--- config.mk ---
export PLATFORM = sky130hd
export DESIGN_NAME = ha_array_accum_flat
export DESIGN_NICKNAME = d
export VERILOG_FILES = /design/src/rtl/ha_array_accum_if.sv /design/src/rtl/ha_array_accum.sv /design/src/flat_wrapper.sv
export SDC_FILE = /design/constraint.sdc
export NUM_CORES = 1
export LEC_CHECK = 0
export ABC_AREA = 0
export BUFFER_PORTS_ARGS = -buffer_cell sky130_fd_sc_hd__buf_2
export CORE_ASPECT_RATIO = 0.9
export CORE_MARGIN = 8
export CORE_UTILIZATION = 26
export CTS_BUF_LIST = sky130_fd_sc_hd__clkbuf_4 sky130_fd_sc_hd__clkbuf_8
export CTS_CLUSTER_DIAMETER = 150
export CTS_CLUSTER_SIZE = 24
export DETAILED_ROUTE_END_ITERATION = 8
export PLACE_DENSITY = 0.46
export SLEW_MARGIN = 20
export SYNTH_ARGS = -nofsm -noshare
export SYNTH_HDL_FRONTEND = slang
export SYNTH_SLANG_ARGS = --single-unit
--- constraint.sdc ---
create_clock -name clk -period 10.2 [get_ports clk]
set_input_delay 1.53 -clock clk [delete_from_list [all_inputs] [get_ports clk]]
set_output_delay 1.53 -clock clk [all_outputs]
set_load 0.01 [all_outputs]
--- src/rtl/ha_array_accum_if.sv ---
// Handshake and row bus between the half-adder array stage and its serial accumulator.
// The master side drives operands and out_ready. The slave side returns in_ready and the product.
interface ha_array_accum_if #(
   parameter int OUT_W = 16
);
   logic             in_valid;
   logic             in_ready;
   logic [8:0]       ha_array_0_t;
   logic [8:0]       ha_array_1_t;
   logic [8:0]       ha_array_2_t;
   logic [8:0]       ha_array_3_t;
   logic [6:0]       ha_array_0_b;
   logic [6:0]       ha_array_1_b;
   logic [6:0]       ha_array_2_b;
   logic [6:0]       ha_array_3_b;
   logic             out_valid;
   logic             out_ready;
   logic [OUT_W-1:0] product;
   logic             ovf;

   modport master (
      output in_valid, out_ready,
      output ha_array_0_t, ha_array_1_t, ha_array_2_t, ha_array_3_t,
      output ha_array_0_b, ha_array_1_b, ha_array_2_b, ha_array_3_b,
      input  in_ready, out_valid, product, ovf
   );

   modport slave (
      input  in_valid, out_ready,
      input  ha_array_0_t, ha_array_1_t, ha_array_2_t, ha_array_3_t,
      input  ha_array_0_b, ha_array_1_b, ha_array_2_b, ha_array_3_b,
      output in_ready, out_valid, product, ovf
   );
endinterface

--- src/rtl/ha_array_accum.sv ---
// Serial accumulator for the four half-adder arrays of the approximate 8x8 multiplier.
// A single shared adder folds in one array per cycle, and the result saturates to OUT_W bits.
//
// state | meaning
// IDLE  | ready for an operand set; accept latches all rows and clears acc
// ACC   | add term[idx] each cycle; the add for idx=3 moves to DONE
// DONE  | product/ovf valid and held until out_ready
module ha_array_accum #(
   parameter int ACC_W = 17,
   parameter int OUT_W = 16
) (
   input  logic            clk,
   input  logic            rst,
   ha_array_accum_if.slave bus
);
   typedef enum logic [1:0] {IDLE, ACC, DONE} state_t;

   localparam logic [ACC_W-1:0] SAT_MAX = ACC_W'((64'd1 << OUT_W) - 64'd1);

   state_t           state, state_nxt;
   logic [3:0][8:0]  t_q;
   logic [3:0][6:0]  b_q;
   logic [ACC_W-1:0] acc, acc_sum, row, term;
   logic [1:0]       idx;
   logic [OUT_W-1:0] product_q;
   logic             ovf_q;
   logic             in_ready, accept;

   always_ff @(posedge clk) begin
      if (rst) state <= IDLE;
      else     state <= state_nxt;
   end

   always_comb begin
      state_nxt = state;
      in_ready  = 1'b0;
      case (state)
         IDLE: begin
            in_ready = !rst;
            if (bus.in_valid && !rst) state_nxt = ACC;
         end
         ACC:  if (idx == 2'd3) state_nxt = DONE;
         DONE: if (bus.out_ready) state_nxt = IDLE;
         default: state_nxt = IDLE;
      endcase
   end

   assign accept = in_ready && bus.in_valid;

   // Array k carries weight 4^k, and its b row sits two bits above its t row.
   always_comb begin
      row     = ACC_W'(t_q[idx]) + (ACC_W'(b_q[idx]) << 2);
      term    = row << {idx, 1'b0};
      acc_sum = acc + term;
   end

   always_ff @(posedge clk) begin
      if (rst) begin
         t_q       <= '0;
         b_q       <= '0;
         acc       <= '0;
         idx       <= '0;
         product_q <= '0;
         ovf_q     <= 1'b0;
      end else if (accept) begin
         t_q <= {bus.ha_array_3_t, bus.ha_array_2_t, bus.ha_array_1_t, bus.ha_array_0_t};
         b_q <= {bus.ha_array_3_b, bus.ha_array_2_b, bus.ha_array_1_b, bus.ha_array_0_b};
         acc <= '0;
         idx <= '0;
      end else if (state == ACC) begin
         acc <= acc_sum;
         // idx parks at 3 and is reloaded only by the next accept.
         if (idx != 2'd3) idx <= idx + 2'd1;
         if (idx == 2'd3) begin
            ovf_q     <= (acc_sum > SAT_MAX);
            product_q <= (acc_sum > SAT_MAX) ? {OUT_W{1'b1}} : acc_sum[OUT_W-1:0];
         end
      end
   end

   assign bus.in_ready  = in_ready;
   assign bus.out_valid = (state == DONE);
   assign bus.product   = product_q;
   assign bus.ovf       = ovf_q;
endmodule

--- src/flat_wrapper.sv ---
// flat-port wrapper written by rule: the top's interface ports become plain ports
module ha_array_accum_flat 
#(
   parameter int ACC_W = 17,
   parameter int OUT_W = 16
)
  (clk, rst, bus_in_valid, bus_out_ready, bus_ha_array_0_t, bus_ha_array_1_t, bus_ha_array_2_t, bus_ha_array_3_t, bus_ha_array_0_b, bus_ha_array_1_b, bus_ha_array_2_b, bus_ha_array_3_b, bus_in_ready, bus_out_valid, bus_product, bus_ovf);
  ha_array_accum_if #(.OUT_W(OUT_W)) bus_i ();
  input  logic clk;
  input  logic rst;
  input wire logic [$bits(bus_i.in_valid)-1:0] bus_in_valid;
  input wire logic [$bits(bus_i.out_ready)-1:0] bus_out_ready;
  input wire logic [$bits(bus_i.ha_array_0_t)-1:0] bus_ha_array_0_t;
  input wire logic [$bits(bus_i.ha_array_1_t)-1:0] bus_ha_array_1_t;
  input wire logic [$bits(bus_i.ha_array_2_t)-1:0] bus_ha_array_2_t;
  input wire logic [$bits(bus_i.ha_array_3_t)-1:0] bus_ha_array_3_t;
  input wire logic [$bits(bus_i.ha_array_0_b)-1:0] bus_ha_array_0_b;
  input wire logic [$bits(bus_i.ha_array_1_b)-1:0] bus_ha_array_1_b;
  input wire logic [$bits(bus_i.ha_array_2_b)-1:0] bus_ha_array_2_b;
  input wire logic [$bits(bus_i.ha_array_3_b)-1:0] bus_ha_array_3_b;
  output wire logic [$bits(bus_i.in_ready)-1:0] bus_in_ready;
  output wire logic [$bits(bus_i.out_valid)-1:0] bus_out_valid;
  output wire logic [$bits(bus_i.product)-1:0] bus_product;
  output wire logic [$bits(bus_i.ovf)-1:0] bus_ovf;
  assign bus_i.in_valid = bus_in_valid;
  assign bus_i.out_ready = bus_out_ready;
  assign bus_i.ha_array_0_t = bus_ha_array_0_t;
  assign bus_i.ha_array_1_t = bus_ha_array_1_t;
  assign bus_i.ha_array_2_t = bus_ha_array_2_t;
  assign bus_i.ha_array_3_t = bus_ha_array_3_t;
  assign bus_i.ha_array_0_b = bus_ha_array_0_b;
  assign bus_i.ha_array_1_b = bus_ha_array_1_b;
  assign bus_i.ha_array_2_b = bus_ha_array_2_b;
  assign bus_i.ha_array_3_b = bus_ha_array_3_b;
  assign bus_in_ready = bus_i.in_ready;
  assign bus_out_valid = bus_i.out_valid;
  assign bus_product = bus_i.product;
  assign bus_ovf = bus_i.ovf;
  ha_array_accum #(.ACC_W(ACC_W), .OUT_W(OUT_W)) u_core (.clk(clk), .rst(rst), .bus(bus_i));
endmodule
==> Word level (Yosys, flattened, before mapping) <==
Cells that the tools add are included.
{ "totals": {"output_inout_bits": 19, "ff_bits": 102, "wordCells": 45, "inputBits": 68} }
{ "op_classes": {"muxes": 10, "n_reduce_logical": 8, "n_addsub": 3, "order_cmp": 2, "bitwise_logic": 1, "eq_ne": 7, "shifts": 1} }
{ "ops": {"columns": ["operator", "n"], "rows": [
  ["$bmux 9 s2", 1],
  ["$add 17x17->17", 1],
  ["$gt 17x16->1 const B", 1],
  ["$shl 17x3->17", 1],
  ["$mux 16", 1],
  ["$bmux 7 s2", 1],
  ["$add 9x9->10", 1],
  ["$mux 9", 1],
  ["$mux 7", 1],
  ["$mux 2", 3],
  ["$ne 2x2->1 const B", 3],
  ["$pmux 2 s3", 1],
  ["$reduce_and 3->1", 2],
  ["$eq 2x2->1 const B", 2],
  ["$lt 2x3->1 const B", 1],
  ["$add 2x1->2 const B", 1],
  ["$eq 2x1->1 const B", 1],
  ["$logic_and 1x1->1", 2],
  ["$logic_not 2->1", 1],
  ["$ne 2x1->1 const B", 1],
  ["$reduce_and 2->1", 1],
  ["$reduce_or 2->1", 1],
  ["$logic_not 1->1", 1],
  ["$mux 1", 1],
  ["$not 1->1", 1]
]} }

==> Depth between registers and ports, before layout <==
{ "depth": {"depth_word": 7, "mapped_depth": 19, "mapped_depth_nobuf": 16} }

==> Worst setup path before layout <==
OpenSTA, ideal clock, no wires.
{ "synth_timing": {"kind": "reg-to-reg", "from": "register u_core.idx[1]", "to": "register u_core.product_q[3] (netlist: u_core.bus.product[3])", "n_path_buf": 4, "stages_incl_launch_ff": 20, "required_ps": 10056, "period_less_slack_ps": 4424, "arrival_ps": 4280, "path_slack_ps": 5776, "cell_sequence": "dfxtp_1 -> buf_1 -> mux4_2 -> ha_1 -> a21o_1 -> a21oi_1 -> o21ai_0 -> o41ai_1 -> mux2i_1 -> o21a_1 -> ha_1 -> buf_6 -> a211o_1 -> a21oi_1 -> a21boi_2 -> o211a_4 -> or2_1 -> buf_6 -> buf_12 -> a31oi_2"} }
{ "synth_via": {"elab_chain_len": 7} }
{ "synth_rtl": {"columns": ["element", "line_no", "text"], "rows": [
  ["start: declaration", "ha_array_accum.sv:24", "logic [1:0] idx;"],
  ["start signal: assignment", "ha_array_accum.sv:73", "if (idx != 2'd3) idx <= idx + 2'd1;"],
  ["$bmux 9 s2 or $bmux 7 s2 (tied branches)", "ha_array_accum.sv:52", "row = ACC_W'(t_q[idx]) + (ACC_W'(b_q[idx]) << 2);"],
  ["$mux 9 (not written as such) or $mux 7 (tied branches)", "ha_array_accum.sv:52", null],
  ["$add 9x9->10", "ha_array_accum.sv:52", null],
  ["$shl 17x3->17", "ha_array_accum.sv:53", "term = row << {idx, 1'b0};"],
  ["$add 17x17->17", "ha_array_accum.sv:54", "acc_sum = acc + term;"],
  ["$gt 17x16->1", "ha_array_accum.sv:76", "product_q <= (acc_sum > SAT_MAX) ? {OUT_W{1'b1}} : acc_sum[OUT_W-1:0];"],
  ["$mux 16", "ha_array_accum.sv:76", null],
  ["end signal: assignment", "ha_array_accum.sv:76", null],
  ["end: declaration", "ha_array_accum.sv:25", "logic [OUT_W-1:0] product_q;"]
]} }
Several ways; a longest one is shown, not always the timed one. The select of a mux whose other input is x is not followed.
A chain may end at the register's enable or synchronous reset.

==> Worst setup path after layout <==
{ "layout_timing": {"from": "register u_core.idx[0]", "to": "register u_core.product_q[9] (netlist: u_core.bus.product[9])"} }
The elaborated chain is that of the path after synthesis.

==> impl_metrics.ini <==
[run_status]
status = completed

[timing]
timing.setup.tns_ns = 0
relSlewSlack_pct = 38.84
hold_viol_final = 0
final_max_slew_viol_count = 0
worst_slew_pin_slew_ns = 0.9174
clock_skew_ns = 0.01392
grt_setup_unrepaired = false
setup_viol = 0
max_freq_mhz = 176.6
layout_min_cycle_time_ns = 5.664
fin_crit_sh_pct = 55.53
hold_slack_ns = 0.4572

[routing]
vias = 4613
detail_route.vias_per_cell = 4.765
wl_per_cell_um = 15.36
ant_nets = 0
firstDrtPassIters = 7
remaining_drc_errors = 0
wl_um = 14870
dr.first_iter.drc_count = 298

[placed_design]
routabilityCongestion = 0.8661
placedCellCount = 952
hpwl_um = 10990
io_buffers = 86
placed_cell_area_um2 = 5927

[cts]
worst_skew_pair.late_latency_ns = 0.38
cts.repair.resized = 0
cts_root_buf = clkbuf_8
post-cts-setup-buffer-count = 0
numCtsBuffers = 9
clock_path_buffers = 2
path_clk_slew_ns = 0.11
h-tree-depth = 3
cts_tree = done
postCtsHoldBufs = 0
cts_num_sinks = 102

[cells_and_area]
drive_above_1_share_pct = 20.06
finalInstanceArea_um2 = 6150
antennaDiodeCount = 0
nets = 803
syn_to_final_growth_pct = 15.08
post_layout_nonfiller_instances = 968

[global_routing]
grt_pass1_vias = 4572
gr-total-overflow = 0
grt_max_degree = 66
grt_first_pass_wirelength_um = 24290
grt_usage_pct = 11.70
antenna_found_initial = 0

[logic_synthesis]
synth.avg_cell_area_um2 = 8.234
yosys_warnings = 0
synthCells = 649
synth_compound_area_share_pct = 21.99
synth.distinct_cells = 52
synth_common_cells = nand2_1 (172), dfxtp_1 (102), a21oi_1 (100), nor2_1 (34), o21ai_0 (33)
async_reset_ff_share_pct = 0
ys_seq_elements = 102
synth-edff-count = 0
synth_top_family_by_area = compound AO/OA/AOI/OAI gates
synth_top_area_cell = dfxtp_1
syn-num-nets = 744
syn_area_um2 = 5344
synth_top_area_share_pct = 38.21
synth_area_leaders = dfxtp_1 (38%), nand2_1 (12%), a21oi_1 (9.4%)
synth_mux_area_share_pct = 7.235
ys_seq_area_share_pct = 38.21
yosysMostFrequentCell = nand2_1
synthSimpleGateAreaFrac_pct = 18.92
ys.flop_type = dfxtp_1
synth_xor_area_share_pct = 2.786
synth_adder_area_share_pct = 6.603

[worst_setup_path]
crit_arrival_ns = 5.89
timing_worst_setup_path_type = reg2reg
critPathLaunchType = flip-flop
worstSetupEndpointType = flip-flop
timing.rr.start = u_core.idx[0]
crit_path_max_fanout = 36
cp_data_required_time_ns = 10.42
worstSetupStartpoint = u_core.idx[0]

[hold_path]
hp-start = u_core.t_q[0]
hold_path.class = reg2reg

[power_and_ir_drop]
p_total_uw = 834.9
p_per_area_nw_per_um2 = 135.8
peakVddDrop_mv = 0.07313
p_leak_nw = 2.407

[die]
rows = 49
core-area_um2 = 20050
io_pins = 87
dieWidth_um = 167.1
die_h_um = 152.0
start_util_pct = 26.66
dieArea_um2 = 25400

[job]
maxCapViolations = 0
[cell type report]
class	count	area [µm²]
fill	2199	13900
multi-input combinational	498	3082
sequential	102	2043
timing repair buffer	90	460.4
tap	255	319.1
clock buffer	9	123.9
clock inverter	7	95.09
inverter	7	26.28
[where the power goes]
part	internal [mW]	switching, mW	total (mW)	leakage [nW]
Clock	0.122	0.164	0.286	0.111
Sequential	0.412	0.0129	0.425	0.829
Combinational	0.0492	0.0747	0.124	1.47
Total	0.583	0.251	0.835	2.41
[metal layers]
layer	track usage, %	vias to the layer above	part of all wire [%]
li1	-	2375	-
met1	16.46	2108	51
met2	17.23	115	42
met3	3.471	15	5.4
met4	2.615	0	1.1
met5	0	-	0
[layout by cell type (no fill, tap or decap), types with 5 or more instances in the layout]
cell type / n
a21o_1: 7
a21oi_1: 100
a31oi_2: 6
and2_1: 9
buf_2: 86
clkbuf_8: 9
dfxtp_1: 101
ha_1: 25
inv_1: 7
mux2i_1: 6
mux4_2: 14
nand2_1: 171
nand3_1: 8
nor2_1: 34
nor3b_1: 5
o21a_1: 5
o21ai_0: 33
xnor2_1: 13
[kinds of logic after synthesis]
| kind of cell | Yosys count |
|---|---|
| muxes | 21 |
| adders and majority gates | 27 |
| DFF | 102 |
| AOI/OAI and AO/OA | 188 |
| buffers and inverters | 49 |
| and+or+nand+nor | 245 |
| xor gates and xnor gates | 17 |
[metrics by stage]
| stage | utilization [%] | setup slack, ns |
|---|---|---|
| after floorplan | - | 5.776 |
| after global placement | 29.56 | 4.490 |
| after detailed placement | 29.56 | 4.497 |
| after CTS | 30.66 | 4.463 |
| after global routing | 30.67 | 4.047 |
| final | 30.67 | 4.536 |
[sequential cells by signal, summed over array words and instances, names as in the netlist]
register	count
u_core.acc	17
u_core.t_q	36
u_core.bus.ovf	1
u_core.state	2
u_core.b_q	28
u_core.bus.product	16
u_core.idx	2
[critical path, stage by stage (launching register included)]
cell	delay, ns
dfxtp_2	0.95
mux4_2	0.61
ha_1	0.25
fa_1	0.40
a21o_1	0.17
a21oi_1	0.27
nor2_1	0.08
a311oi_1	0.40
mux2_2	0.24
mux2i_1	0.08
ha_1	0.41
nand4_1	0.10
a21oi_1	0.24
nand2_1	0.10
a311oi_2	0.35
or2_1	0.67
a311oi_2	0.19
[final timing paths]
| path | end | slack (ns) | cells past startpoint |
|---|---|---|---|
| max | u_core.bus.product[9] | 4.54 | 16 |
| min | u_core.t_q[0] | 0.46 | 2 |
| max reg2reg | u_core.bus.product[9] | 4.54 | 16 |
| min reg2reg | u_core.t_q[0] | 0.46 | 2 |
(Power assumes the default switching activity.)
